==> config.mk <==
export PLATFORM = sky130hd
export DESIGN_NAME = key_press_detect
export DESIGN_NICKNAME = d
export VERILOG_FILES = /design/src/rtl/genius_pkg.sv /design/src/rtl/key_press_detect.sv
export SDC_FILE = /design/constraint.sdc
export NUM_CORES = 1
export LEC_CHECK = 0
export ABC_AREA = 1
export CAP_MARGIN = 30
export CORE_AREA = 2 2 39 41
export DETAILED_ROUTE_END_ITERATION = 10
export DIE_AREA = 0 0 41 43
export PLACE_DENSITY_LB_ADDON = 0.1
export SYNTH_ARGS = -nofsm -noshare
export SYNTH_HDL_FRONTEND = slang
export SYNTH_SLANG_ARGS = --single-unit
==> constraint.sdc <==
create_clock -name clk -period 1.05 [get_ports clk]
set_clock_uncertainty 0.2 [all_clocks]
set_input_delay 0.21 -clock clk [delete_from_list [all_inputs] [get_ports clk]]
set_output_delay 0.21 -clock clk [all_outputs]
set_load 0.1 [all_outputs]
==> src/rtl/genius_pkg.sv <==
// rtl/genius_pkg.sv - shared types and constants for the Genius/Simon datapath
package genius_pkg;

    // Default widths, shared with the FPGA sequence counter and the ROM
    localparam int P_DATA = 4;
    localparam int P_KEY  = 4;

    // One-hot key codes as stored in the sequence ROM
    localparam logic [3:0] KEY_GREEN  = 4'b0001;
    localparam logic [3:0] KEY_RED    = 4'b0010;
    localparam logic [3:0] KEY_BLUE   = 4'b0100;
    localparam logic [3:0] KEY_YELLOW = 4'b1000;

    typedef enum logic [2:0] {
        ST_IDLE,
        ST_WAIT_KEY,
        ST_CHECK,
        ST_WAIT_RELEASE,
        ST_DONE,
        ST_FAIL
    } seq_state_t;

endpackage

==> src/rtl/key_press_detect.sv <==
// rtl/key_press_detect.sv - button synchronizer with press-edge detection
//
// Ports:
//   clk    system clock, rising edge
//   rst_n  asynchronous active-low reset
//   btn    raw button levels, asynchronous to clk, 1 = pressed
//   press  one-cycle pulse when any button goes from all-released to pressed
//   level  synchronized button levels (second sync stage)
module key_press_detect
    import genius_pkg::*;
#(
    parameter int p_key = P_KEY
) (
    input  logic             clk,
    input  logic             rst_n,
    input  logic [p_key-1:0] btn,
    output logic             press,
    output logic [p_key-1:0] level
);

    logic [p_key-1:0] s1;
    logic [p_key-1:0] s2;
    logic [p_key-1:0] s3;

    always_ff @(posedge clk or negedge rst_n) begin
        if (!rst_n) begin
            s1 <= '0;
            s2 <= '0;
            s3 <= '0;
        end else begin
            s1 <= btn;
            s2 <= s1;
            s3 <= s2;
        end
    end

    // A press is only recognised from a fully released keypad, so adding a
    // second finger to a held key never produces a new press.
    assign press = (s2 != '0) && (s3 == '0);
    assign level = s2;

endmodule

# == Yosys cells after proc, flatten, opt, wreduce, memory -nomap -nowiden ==
# Index checks and enable logic that the tools add are counted.
# totals
in_bits,6
output_inout_bits,5
ff_bits,12
# classes
n_reduce_logical,3
# ops
cell,count
4-bit zero test,1
4-bit nonzero test,1
1-bit logical AND,1

# == Logic depth before layout (Yosys ltp) ==
# Gate-level depths: netlist of run 1.
# logic_depth
word_depth,2
mapped_depth,4
depth_no_buf,4

# == Least setup slack after synthesis of run 1 ==
# OpenSTA, ideal clock, no wires.
# synth_path
path_kind,flip-flop to output port
from,"reg s2[0], in the netlist level[0]"
to,out press
arrival_ps,2389
t_required_ps,640
path_buffers,0
path_stages_with_launch,5
slack_ps,-1749
path_cell_list,dfrtp_1 -> inv_1 -> nand2_1 -> nor2_1 -> nor2_1
# synth_via
elab_chain_len,2
# synth_lines
item,line,rtl
start: declaration,key_press_detect.sv:22,logic [p_key-1:0] s2;
start signal: assignment,key_press_detect.sv:28,s2 <= '0;
start signal: assignment,key_press_detect.sv:32,s2 <= s1;
4-bit nonzero test,key_press_detect.sv:39,assign press = (s2 != '0) && (s3 == '0);
1-bit logical AND,key_press_detect.sv:39,
end: declaration,key_press_detect.sv:17,"output logic press,"
# No other way between the ends.

# == Final worst setup path of run 1 ==
# layout_path
from,"reg s2[1], in the netlist level[1]"
to,out press
# The elaborated chain is that of the path after synthesis.

==> results, run 1 <==
- The critical setup path kind is register to output pin.
- Clock tree synthesis found a total of 12 sinks.
- Overall power consumption after layout is estimated at around 0.95 mW.
- The internal reg-to-reg setup slack is around 0.030 ns.
- The kind of end point of the critical path is an output pin.
- After layout, the worst path uses 149% of the clock period.
- Traced cell by cell, the critical path runs through inv_2 > nand2_2 > nor2_4 > nor2_4 > buf_12.
- The commonest non-fill, non-tap cell in the layout is sky130_fd_sc_hd__dfrtp_1.
- For the pin with the worst max-slew slack, the measured transition is approximately 0.15 ns.
- The accumulated negative setup slack is -2.18 ns.
- Using the TritonRoute via totals, the vias-per-cell ratio works out to between 3 and 4.
- The post-synth design cell area is between 300 and 400 sq um.
- The height of the chip is between 40 and 50 um.
- Setup repair after global routing could not meet its margin everywhere.
- The post-synthesis to final-layout area growth is 83.6%.
- Once the floorplan was initialized, standard cells occupied 24.9% of the core.
- Entering global routing, the biggest net connects 13 pins.
- The first detailed-routing pass took 4 iterations.
- The antenna diode count is 0.
- Of the synthesized area, sequential elements account for between 80 and 90%.
- After detailed routing, the average wire length per cell comes to approximately 8 um.
- The master of the slowest instance on the critical path is sky130_fd_sc_hd__dfrtp_4.
- The floorplan step defined a die boundary enclosing ~0.0018 sq mm.
- The flip-flop and latch count after synthesis is 12.
- Counting distinct cell types in the post-synthesis netlist gives 5.
- The CTS tree is yes.
- Based on the critical path, the design can be clocked at up to approximately 0.64 GHz.
- In this design, the largest share of critical-path delay is due to flip-flops.
- For this run, the share of the core covered by cells in the final layout is around 46%.
- After clock tree synthesis, the clock-pin slew on the worst setup and hold paths is about 0.07 ns.
- IR analysis of the VDD net gives a maximum drop of roughly 0.9 mV.
- The number of global-route vias before repair is approximately 240.
- Final hold analysis gives a worst-case slack of ~0.038 ns.
- The library cells used most frequently in the layout, excluding fill and tap cells, are 8 x sky130_fd_sc_hd__dfrtp_1, 5 x sky130_fd_sc_hd__clkdlybuf4s50_1, 5 x sky130_fd_sc_hd__buf_12.
- Of the cells placed in the final design, the portion with a size suffix greater than 1 is between 60 and 70%.
- Clock latency on the worst-skew pair, taken at its later pin, is between 0.2 and 0.3 ns.
- The power density over the cells is 1500 mW/mm^2.
- The DRC violations left is 0.
- The cell repeated most along the worst path is sky130_fd_sc_hd__nor2_4.
- The critical path required time is around 0.64 ns.
- The final reports fail on setup timing.
- The max-slew violation count is 0.
- The area inside the core boundary is 0.00138 sq mm.
- The worst slack at placement is -0.280 ns.
- The number of hold violations in the final report is 0.
- The flow ran to the end, but the final reports show violations.
- After layout, the minimum clock period comes to 1.57 ns.
- The number of nets in the synthesized netlist is 29.
- The last weighted congestion value of the routability-driven placer is 0.561.
- 11 I/O pins were placed.
- The number of buffer and inverter stages on the critical path is 2.
- Summed over all layers, the global routing overflow is 0.
- For this block, the initial DRC count from the detailed router was 2.
- The routed layout has about 220 vias.
- The count of maximum capacitance violations is 0.
- The hold buffer count at cts is 0.
- The count of final setup violators is 5.
- Clock tree synthesis selected as its root buffer the cell sky130_fd_sc_hd__clkbuf_4.
- The delay of the slowest cell on the worst path is 0.47 ns.
- In this run the remaining antenna-violating nets after routing total 0.
- After the last flow step, the layout net total stands at 50.
- Global routing used 8.50% of the available tracks across all layers.
- The number of antenna violations at the first check in global routing is 0.
- Each instance of the synthesized netlist takes up on average between 10 and 15 sq um.
- The total of buffers placed on input and output ports is 10.
- The standard-cell row count is 14.
- The worst hold-check path type is primary input to asynchronous set/reset pin.
- Measured against its own limit, the worst slew margin works out to 90.1%.
- The logic depth of the worst register-to-register path is 2.
- TritonCTS created 3 clock buffers.
- In this run the worst path has a maximum fanout of 2.
- The final-layout fill cell count is around 130.
- The cell count after synthesis is 23.
- Once placement finished, the instance area stood at between 500 and 600 sq um.
- For this run, the number of Yosys warnings is 0.
- CTS built an H-tree with a depth of 1.
- Once routing completed, OpenROAD measured the worst setup slack at -0.519 ns.
- For the worst setup path, the data arrival time is 1.16 ns.
- The floorplan step set the die width to between 40 and 50 um.
- The leakage component of the power is roughly 0.28 nW.
- The final cell count without fillers is 59.
- The first global-routing pass estimated approximately 920 um of wire.
- The maximum number of buffers from clock root to sink is 2.
- The final instance area is ~630 sq um.
- The worst register-to-register path begins at level[1].
- STA classifies the critical path startpoint as a register.
- The total wire length after detailed routing is ~470 um.
- After detailed placement, the design holds a cell count of 54.
- The endpoint of the most critical register-to-register path is s3[1].
==> per-layer routing <==
metal	share of wire [%]	wire, um	track usage (%)	up-vias
met1	32	148	8.22	103
met2	60	283	12.8	7
met5	0	0	0	-
met3	6.4	30	4.71	2
met4	1.5	7	6.00	0
li1	-	-	-	106
==> final cells by class <==
class                   count  area [sq um]  share of cell area [%]
well taps                  16          20.0                    3.17
multi-input cells           7          48.8                    7.72
clock buffers               4          26.3                    4.16
flip-flops and latches     12           315                    49.9
repair buffers             16           206                    32.7
inverters                   4          15.0                    2.38
==> how the worst max path moves through the flow <==
stage | from | to | slack [ns] | depth (start not counted)
finish | level[1] | press | -0.52 | 5
global route | level[0] | press | -0.57 | 5
CTS | level[2] | press | -0.55 | 5
detailed placement | level[0] | press | -0.28 | 5
global placement | level[0] | press | -0.28 | 5
floorplan | level[0] | press | -0.61 | 4
==> sequential cells by signal, indices dropped and copies added (netlist names) <==
signal	cells
level	4
s3	4
s1	4
==> synthesized netlist by cell type <==
cell type	instances	area, sq um
sky130_fd_sc_hd__inv_1	4	15.0
sky130_fd_sc_hd__dfrtp_1	12	300
sky130_fd_sc_hd__nand2_1	3	11.3
sky130_fd_sc_hd__nor2_2	1	6.26
sky130_fd_sc_hd__nor2_1	3	11.3
==> worst reg2reg max path, cell delays in order, from the launching register on <==
cell and delay (ns):
sky130_fd_sc_hd__dfrtp_4 0.47, sky130_fd_sc_hd__buf_4 0.14, sky130_fd_sc_hd__buf_6 0.11
==> report_power, final <==
part,leakage (nW),internal [mW],total (mW),switching [mW]
Sequential,0.136,0.490,0.501,0.0107
Combinational,0.129,0.0747,0.173,0.0983
Clock,0.0150,0.147,0.275,0.128
Total,0.280,0.712,0.949,0.237
==> cell families (layout without fill, tap and decap cells) <==
family,after synthesis,count (layout),share of synthesized area (%)
and+or+nand+nor,7,7,8.36
buffers and inverters,4,24,4.36
DFF,12,12,87.3
==> what timing repair did <==
| action | CTS | global route |
|---|---|---|
| gates resized for setup | 3 | 3 |
| pin swaps | 2 | 2 |
| buffers inserted | 0 | 1 |
| endpoints found under the setup margin | 5 | 5 |
| hold endpoints to repair | 0 | 0 |
Power figures use the tool's default switching activity.
==> run 2, diff against run 1 <==
--- a/config.mk
+++ b/config.mk
@@ -10,6 +10,7 @@
 export CORE_AREA = 2 2 39 41
 export DETAILED_ROUTE_END_ITERATION = 10
 export DIE_AREA = 0 0 41 43
+export GPL_ROUTABILITY_DRIVEN = 0
 export PLACE_DENSITY_LB_ADDON = 0.1
 export SYNTH_ARGS = -nofsm -noshare
 export SYNTH_HDL_FRONTEND = slang
==> results of run 2 <==
Final layout, timing and power as in run 1 (identical DEF).
==> run 3, diff against run 2 <==
--- a/config.mk
+++ b/config.mk
@@ -10,7 +10,6 @@
 export CORE_AREA = 2 2 39 41
 export DETAILED_ROUTE_END_ITERATION = 10
 export DIE_AREA = 0 0 41 43
-export GPL_ROUTABILITY_DRIVEN = 0
 export PLACE_DENSITY_LB_ADDON = 0.1
 export SYNTH_ARGS = -nofsm -noshare
 export SYNTH_HDL_FRONTEND = slang
==> results of run 3 <==
Final layout, timing and power as in run 1 (identical DEF).
